## src/rtl/prim_util_pkg_u.sv

```systemverilog
// Shared width helpers for the prim FIFO family.
package prim_util_pkg_u;

    // Bits needed to hold values 0..value-1, never less than one.
    function automatic int unsigned vbits(input int unsigned value);
        return (value <= 1) ? 1 : $clog2(value);
    endfunction

endpackage

```

## src/rtl/prim_fifo_wm_cnt.sv

```systemverilog
// Pointer/occupancy bookkeeping for prim_fifo_sync_wm: wrapping pointers,
// stored depth, full/empty flags and a sticky pointer/depth consistency check.
module prim_fifo_wm_cnt
    import prim_util_pkg_u::*;
#(
    parameter int unsigned Depth  = 8,
    parameter int unsigned DepthW = vbits(Depth + 1),
    parameter int unsigned PtrW   = vbits(Depth)
) (
    input  logic              clk_i,
    input  logic              rst_i,
    input  logic              clr_i,
    input  logic              incr_wptr_i,
    input  logic              incr_rptr_i,
    output logic [PtrW-1:0]   wptr_o,
    output logic [PtrW-1:0]   rptr_o,
    output logic [DepthW-1:0] depth_o,
    output logic [DepthW-1:0] depth_next_o,
    output logic              full_o,
    output logic              empty_o,
    output logic              err_o
);

    localparam logic [PtrW-1:0]   PtrMax   = PtrW'(Depth - 1);
    localparam logic [DepthW-1:0] DepthMax = DepthW'(Depth);

    logic [PtrW-1:0]   r_wptr, r_rptr, w_wptr_next, w_rptr_next;
    logic [DepthW-1:0] r_depth, w_depth_next;
    logic [DepthW-1:0] w_wext, w_rext, w_ptr_diff;
    logic              r_err, w_err;

    always_comb begin
        w_wptr_next  = r_wptr;
        w_rptr_next  = r_rptr;
        w_depth_next = r_depth;
        if (clr_i) begin
            w_wptr_next  = '0;
            w_rptr_next  = '0;
            w_depth_next = '0;
        end else begin
            if (incr_wptr_i) w_wptr_next = (r_wptr == PtrMax) ? '0 : r_wptr + 1'b1;
            if (incr_rptr_i) w_rptr_next = (r_rptr == PtrMax) ? '0 : r_rptr + 1'b1;
            if (incr_wptr_i && !incr_rptr_i)      w_depth_next = r_depth + 1'b1;
            else if (!incr_wptr_i && incr_rptr_i) w_depth_next = r_depth - 1'b1;
        end
    end

    // Equal pointers mean empty or full; the stored depth disambiguates.
    assign w_wext     = DepthW'(r_wptr);
    assign w_rext     = DepthW'(r_rptr);
    assign w_ptr_diff = (w_wext >= w_rext) ? (w_wext - w_rext) : (w_wext + DepthMax - w_rext);
    assign w_err      = (r_depth > DepthMax) ||
                        ((r_depth == DepthMax) ? (w_ptr_diff != '0) : (r_depth != w_ptr_diff));

    always_ff @(posedge clk_i) begin
        if (rst_i) begin
            r_wptr  <= '0;
            r_rptr  <= '0;
            r_depth <= '0;
            r_err   <= 1'b0;
        end else begin
            r_wptr  <= w_wptr_next;
            r_rptr  <= w_rptr_next;
            r_depth <= w_depth_next;
            if (w_err) r_err <= 1'b1;
        end
    end

    assign wptr_o       = r_wptr;
    assign rptr_o       = r_rptr;
    assign depth_o      = r_depth;
    assign depth_next_o = w_depth_next;
    assign full_o       = (r_depth == DepthMax);
    assign empty_o      = (r_depth == '0);
    assign err_o        = r_err;

endmodule

```

## src/rtl/prim_fifo_sync_wm.sv

```systemverilog
// Synchronous FIFO with optional pass-through, programmable low/high
// watermarks with rising-edge events, and a peak-occupancy tracker.
module prim_fifo_sync_wm
    import prim_util_pkg_u::*;
#(
    parameter int unsigned Width             = 16,
    parameter int unsigned Depth             = 8,
    parameter bit          Pass              = 1'b1,
    parameter bit          OutputZeroIfEmpty = 1'b1,
    localparam int unsigned DepthW           = vbits(Depth + 1)
) (
    input  logic              clk_i,
    input  logic              rst_i,
    input  logic              clr_i,
    input  logic              wvalid_i,
    output logic              wready_o,
    input  logic [Width-1:0]  wdata_i,
    output logic              rvalid_o,
    input  logic              rready_i,
    output logic [Width-1:0]  rdata_o,
    output logic              full_o,
    output logic              empty_o,
    output logic [DepthW-1:0] depth_o,
    input  logic [DepthW-1:0] thr_lo_i,
    input  logic [DepthW-1:0] thr_hi_i,
    output logic              wm_lo_o,
    output logic              wm_hi_o,
    output logic              wm_lo_evt_o,
    output logic              wm_hi_evt_o,
    output logic [DepthW-1:0] peak_o,
    input  logic              peak_clr_i,
    output logic              err_o
);

    localparam int unsigned PtrW = vbits(Depth);

    if (Depth < 2 || Depth > 256) begin : g_depth_check
        $error("prim_fifo_sync_wm: Depth must be within 2..256");
    end

    logic [PtrW-1:0]   w_wptr, w_rptr;
    logic [DepthW-1:0] w_depth, w_depth_next;
    logic              w_full, w_empty, w_err;
    logic              w_wready, w_rvalid, w_push, w_pop, w_bypass;
    logic              w_incr_wptr, w_incr_rptr;
    logic [Width-1:0]  w_rdata_raw;
    logic              w_wm_lo, w_wm_hi;
    logic              r_wm_lo_q, r_wm_hi_q;
    logic [DepthW-1:0] r_peak;
    logic [Width-1:0]  r_mem [Depth];

    assign w_wready = ~w_full & ~rst_i;
    assign w_rvalid = ~rst_i & (~w_empty | (Pass & wvalid_i));
    assign w_push   = wvalid_i & w_wready;
    assign w_pop    = w_rvalid & rready_i;

    // A same-cycle write and read on an empty FIFO never touches storage.
    assign w_bypass    = Pass & w_empty & w_push & w_pop;
    assign w_incr_wptr = w_push & ~w_bypass;
    assign w_incr_rptr = w_pop & ~w_bypass;

    prim_fifo_wm_cnt #(
        .Depth  (Depth),
        .DepthW (DepthW),
        .PtrW   (PtrW)
    ) u_cnt (
        .clk_i        (clk_i),
        .rst_i        (rst_i),
        .clr_i        (clr_i),
        .incr_wptr_i  (w_incr_wptr),
        .incr_rptr_i  (w_incr_rptr),
        .wptr_o       (w_wptr),
        .rptr_o       (w_rptr),
        .depth_o      (w_depth),
        .depth_next_o (w_depth_next),
        .full_o       (w_full),
        .empty_o      (w_empty),
        .err_o        (w_err)
    );

    always_ff @(posedge clk_i) begin
        if (w_incr_wptr) r_mem[w_wptr] <= wdata_i;
    end

    assign w_rdata_raw = (Pass && w_empty) ? wdata_i : r_mem[w_rptr];

    always_comb begin
        rdata_o = w_rdata_raw;
        if (rst_i || (OutputZeroIfEmpty && !w_rvalid)) rdata_o = '0;
    end

    assign w_wm_lo = (w_depth <= thr_lo_i);
    assign w_wm_hi = (w_depth >= thr_hi_i);

    // Low-watermark history resets high so leaving reset at depth 0 is silent.
    always_ff @(posedge clk_i) begin
        if (rst_i) begin
            r_wm_lo_q <= 1'b1;
            r_wm_hi_q <= 1'b0;
        end else begin
            r_wm_lo_q <= w_wm_lo;
            r_wm_hi_q <= w_wm_hi;
        end
    end

    always_ff @(posedge clk_i) begin
        if (rst_i || clr_i) begin
            r_peak <= '0;
        end else if (peak_clr_i) begin
            r_peak <= w_depth_next;
        end else if (w_depth_next > r_peak) begin
            r_peak <= w_depth_next;
        end
    end

    assign wready_o    = w_wready;
    assign rvalid_o    = w_rvalid;
    assign full_o      = w_full;
    assign empty_o     = w_empty;
    assign depth_o     = w_depth;
    assign wm_lo_o     = w_wm_lo;
    assign wm_hi_o     = w_wm_hi;
    assign wm_lo_evt_o = ~rst_i & w_wm_lo & ~r_wm_lo_q;
    assign wm_hi_evt_o = ~rst_i & w_wm_hi & ~r_wm_hi_q;
    assign peak_o      = r_peak;
    assign err_o       = w_err;

endmodule

```

## config.mk

```make
export PLATFORM = sky130hd
export DESIGN_NAME = prim_fifo_sync_wm
export DESIGN_NICKNAME = d
export VERILOG_FILES = /design/src/rtl/prim_util_pkg_u.sv /design/src/rtl/prim_fifo_wm_cnt.sv /design/src/rtl/prim_fifo_sync_wm.sv
export SDC_FILE = /design/constraint.sdc
export NUM_CORES = 1
export LEC_CHECK = 0
export ABC_AREA = 1
export BUFFER_PORTS_ARGS = -buffer_cell sky130_fd_sc_hd__buf_2
export CAP_MARGIN = 20
export CORE_UTILIZATION = 51
export CTS_CLUSTER_SIZE = 30
export DETAILED_ROUTE_END_ITERATION = 12
export GPL_ROUTABILITY_DRIVEN = 0
export PLACE_DENSITY = 0.8
export SETUP_SLACK_MARGIN = 0.02
export SYNTH_ARGS = -nofsm -noshare
export SYNTH_HDL_FRONTEND = slang
export SYNTH_SLANG_ARGS = --single-unit
```

## constraint.sdc

```tcl
create_clock -name clk_i -period 5.3 [get_ports clk_i]
set_clock_uncertainty 0.15 [all_clocks]
set_input_delay 1.06 -clock clk_i [delete_from_list [all_inputs] [get_ports clk_i]]
set_output_delay 1.06 -clock clk_i [all_outputs]
set_load 0.005 [all_outputs]
```

# Yosys cells after proc, flatten, opt, wreduce, memory -nomap -nowiden
# Memories as Yosys holds them, arrays and structs flattened. A register that Yosys moved wholly into a read port is not among the register bits.
# Index checks and enable logic that the tools add are counted.
# W data, S select, Z words.
# classes
mux	15
n_addsub	7
n_shift	0
n_eq_ne	4
magnitude_cmp	5
n_bitwise	19
n_mul	0
reduce_logical	12
div	0
# ops
cell	n
$mux W16	2
$mux W4	6
$and A1 B1 Y1	12
$mux W3	4
$add A3 B1 Y3 const B	2
$eq A3 B3 Y1 const B	2
$not A1 Y1	6
$add A3 B4 Y4 const B	1
$add A4 B1 Y4 const B	1
$eq A4 B4 Y1 const B	1
$ge A4 B4 Y1	1
$gt A4 B4 Y1	1
$gt A4 B4 Y1 const B	1
$le A4 B4 Y1	1
$logic_not A4 Y1	1
$ne A4 B4 Y1	1
$reduce_bool A4 Y1	1
$sub A3 B3 Y4	1
$sub A4 B1 Y4 const B	1
$sub A4 B3 Y4	1
$ge A3 B3 Y1	1
$logic_not A1 Y1	3
$logic_or A1 B1 Y1	3
$mux W1	3
4 further kinds	5
# word_totals
mem_bits_rw	128
latchBits	0
ff_bits	17
mem_count	1
rom_bits	0
input_bits	30
# memory_table
name	words	word_bits	rd	rd_clocked_by_memory_dff	write_ports	line_no	source
r_mem	8	16	1	1	1	prim_fifo_sync_wm.sv:50	logic [Width-1:0] r_mem [Depth];

# Longest topological paths before layout
# depth
depth_word	16
mapped_depth	17
ltp_nobuf	17

# Hierarchy
# A second synthesis with hierarchy kept.
# unflattened
hier_cells	686
area_unflattened_um2	6741.5
# modules_own_cells
module	area_per_inst_um2	cells_per_inst	instances
prim_fifo_sync_wm	5958.2	568	1
prim_fifo_wm_cnt	783.3	118	1

# Worst setup path before layout
# No wires, ideal clock.
# synth_timing
path_kind	input -> output
start	in thr_lo_i[3]
end	out wm_lo_evt_o
t_required_ns	4.090
arrival_ns	1.885
stages	7
path_slack_ns	2.205
path_cell_list	inv_1 -> ha_1 -> a21oi_1 -> o21ai_0 -> o21ai_0 -> nand2_1 -> nor2_1
# synth_via
elab_chain_len	3
# synth_lines
element	line_no	source
start, declared	prim_fifo_sync_wm.sv:24	input logic [DepthW-1:0] thr_lo_i,
$le A4 B4 Y1	prim_fifo_sync_wm.sv:92	assign w_wm_lo = (w_depth <= thr_lo_i);
net wm_lo_o	prim_fifo_sync_wm.sv:26	output logic wm_lo_o,
$and A1 B1 Y1 (2 in series)	prim_fifo_sync_wm.sv:123	assign wm_lo_evt_o = ~rst_i & w_wm_lo & ~r_wm_lo_q;
end, declared	prim_fifo_sync_wm.sv:28	output logic wm_lo_evt_o,
# The timed path passes the listed nets, and every way through them passes these cells.

==> flow_metrics.tcl <==
set metrics [dict create \
    ir_drop_mv 0.241 \
    cts_made_buffers 17 \
    ant_nets 0 \
    setup_tns_ps 0 \
    drc 0 \
    gr-total-overflow 0 \
    power_switching_mw 0.629 \
    yosysWarnings 0 \
    clk_pin_slew_ps 60 \
    p_per_area_nw_per_um2 354 \
    crit_path_cell_trace "buf_4 > inv_2 > o21ai_0 > o22ai_1 > nand2_1 > nand3_1 > o211ai_1 > inv_1 > buf_2" \
    slowest_stage "inv_2" \
    crit_buf_inv 4 \
    worstHoldStart "u_cnt.err_o$_SDFFE_PP0P_" \
    p_clk_frac 0.440 \
    final-setup-viol-count 0 \
    die_h_um 116 \
    syn_area_sq_um 6660 \
    cp_max_fo 65 \
    routed_wl_um 15000 \
    startpoint_type "flop" \
    drt_iter0_drc 552 \
    hold_class "flop to flop" \
    dp_hpwl_um 8700 \
    synth_seq_cells 148 \
    post-route-period-util 0.767 \
    htreeDepth 4 \
    coreArea_sq_um 12700 \
    outcome "finished clean" \
    insertedDiodeCount 0 \
    worst_setup_path_end_kind "output port" \
    nFillCells 980 \
    io_buffers 62 \
    hold_slack_ps 375 \
    p_seq_frac 0.474 \
    combPwrFrac 0.086 \
    via_per_inst 5.73 \
    swShare 0.230 \
    antenna_found_initial 0 \
    cts-root-buf "clkbuf_16" \
    synth_nets 655 \
    drt_pre_antenna_iters 5 \
    crit_type "flop to output port" \
    max_stage_delay_ps 550 \
    ctsResizeCount 0 \
    max_slew_margin 0.319 \
    via_count 4877 \
    fin_crit_ps 4060 \
    dieArea_sq_um 13500 \
    cts_buffer_depth 2 \
    synth.distinct_cells 38 \
    utilization 0.609 \
    syn_area_per_cell_sq_um 11.1 \
    synth_top_area_share 0.577 \
    area_growth_syn_to_layout_pct 15.9 \
    rr_startpoint "u_cnt.depth_o[1]$_SDFF_PP0_" \
    ys_seq_area_frac 0.638 \
    worstPathArrival_ps 2850 \
    rows 41 \
    grt_max_degree 66 \
    syn_inst 602 \
    final_layout_size_suffix_gt1_frac 0.181 \
    wire_per_inst_um 17.7 \
    cp.required_ps 4090 \
    path_delay_family "buffers and inverters" \
    hold_viol_final 0 \
    tightest_slew_ps 1020 \
    insertion_delay_ps 420 \
    postCtsHoldBufs 0 \
    cts_setup_buffers 0 \
    cts_sinks 148 \
    synthTopCellsByArea "edfxtp_1 58%, dfxtp_1 6.0%, o21ai_0 5.9%" \
    grt_pass1_wl_um 23300 \
    rsz0062_at_grt "no" \
    max_freq_mhz 246 \
    max_cap_viol_count 0 \
    cts_tree "yes" \
    start_util 0.525 \
    nets 720 \
    pin_count 63 \
    grt_pass1_vias 4830 \
    intPower_mw 2.10 \
    grt_usage 0.234 \
    p_leak_nw 3.08 \
    synth.largest_area_cell "edfxtp_1" \
    die_w_um 116 \
    slew_viol_final 0 \
]
synthesized netlist by cell type:
library cell / count
a211oi_1: 2
xnor2_1: 2
xor2_1: 2
nand2_1: 58
dfxtp_1: 20
inv_4: 1
clkbuf_1: 9
fa_1: 2
nand2_2: 1
and3_1: 1
nand3_1: 23
buf_1: 3
nand3b_1: 1
or2_1: 1
nor2_4: 1
inv_1: 58
ha_1: 21
edfxtp_1: 128
a22oi_1: 1
nor2_1: 89
a21oi_1: 12
o22ai_1: 32
a21oi_2: 2
nand2_4: 1
clkbuf_2: 1
o21ai_0: 79
a21o_1: 1
nand3_4: 2
o211ai_1: 17
inv_6: 1
o2111ai_1: 1
inv_2: 5
nand4_1: 2
nor2_2: 1
o21ai_4: 1
buf_2: 8
nand3_2: 7
buf_4: 5
tightest hold or removal path, stage by stage (launching register included):
cell and delay [ps]:
dfxtp_1 320, o21ai_0 110, inv_1 60
cell usage in the layout, fill, tap and decap left out, types with 3 or more instances in the layout:
| cell type | instances |
|---|---|
| ha_1 | 21 |
| clkbuf_16 | 17 |
| clkinv_1 | 3 |
| edfxtp_1 | 128 |
| nand2_1 | 58 |
| a21oi_1 | 12 |
| nand3_1 | 23 |
| o211ai_1 | 17 |
| inv_2 | 5 |
| o22ai_1 | 32 |
| nand3_2 | 7 |
| nor2_1 | 89 |
| inv_6 | 5 |
| inv_1 | 58 |
| bufinv_16 | 3 |
| dfxtp_1 | 19 |
| o21ai_0 | 79 |
| buf_2 | 62 |
| buf_4 | 10 |
state kept, by name, indices dropped and copies added, names as in the netlist, named ones only:
signal         flops
r_mem            128
peak_o             4
u_cnt.depth_o      4
u_cnt.rptr_o       3
u_cnt.wptr_o       3
r_wm_hi_q          1
r_wm_lo_q          1
u_cnt.err_o        1
final cells by class:
class | instances | area, sq um | area share
Clock inverter | 13 | 154 | 0.0200
Clock buffer | 18 | 429 | 0.0556
Tap cell | 172 | 215 | 0.0279
Timing Repair Buffer | 72 | 385 | 0.0500
Multi-Input combinational cell | 363 | 2030 | 0.264
Sequential cell | 148 | 4250 | 0.550
Inverter | 65 | 251 | 0.0326
per-stage QoR:
stage          setup WS (ps)  total power [mW]  instances  cell area, sq um
2_1_floorplan           2210              1.46        602              6660
3_3_place_gp            1900              1.53        820              7130
3_5_place_dp            1780              1.55        820              7130
4_1_cts                 1310              2.73        851              7710
5_1_grt                 1080              2.81        851              7710
6_report                1240              2.73        851              7710
logic make-up (layout without fill, tap and decap cells):
| group | count (synthesis) | after routing | synth area share |
|---|---|---|---|
| buffers and inverters | 91 | 168 | 0.0570 |
| DFF | 148 | 148 | 0.638 |
| and+or+nand+nor | 188 | 188 | 0.126 |
| adders and majority gates | 23 | 23 | 0.0455 |
| xor gates and xnor gates | 4 | 4 | 0.00526 |
| AOI/OAI and AO/OA | 148 | 148 | 0.129 |
path summary, 6_finish.rpt:
path	cells past startpoint	slack, ps	endpoint
setup / recovery	9	1240	rdata_o[15]
hold / removal	2	370	u_cnt.err_o$_SDFFE_PP0P_
setup reg to reg	16	2210	peak_o[2]$_SDFFE_PP0P_
hold reg to reg	2	370	u_cnt.err_o$_SDFFE_PP0P_
per-layer routing:
layer  vias up  wire length (um)  global-route usage
met3        54               964              0.0493
met2       225              7270               0.381
li1       2257                 -                   -
met1      2341              6270               0.288
met5         -                 0                   0
met4         0               541               0.140
power groups by stage:
stage / clock network [mW] / logic, mW / registers (mW)
final: 1.20 / 0.235 / 1.29
after global placement: 0 / 0.216 / 1.32
after floorplan: 0 / 0.146 / 1.32
after CTS: 1.20 / 0.233 / 1.29
after detailed placement: 0 / 0.230 / 1.32
after global routing: 1.25 / 0.261 / 1.30
Power figures use the tool's default switching activity.
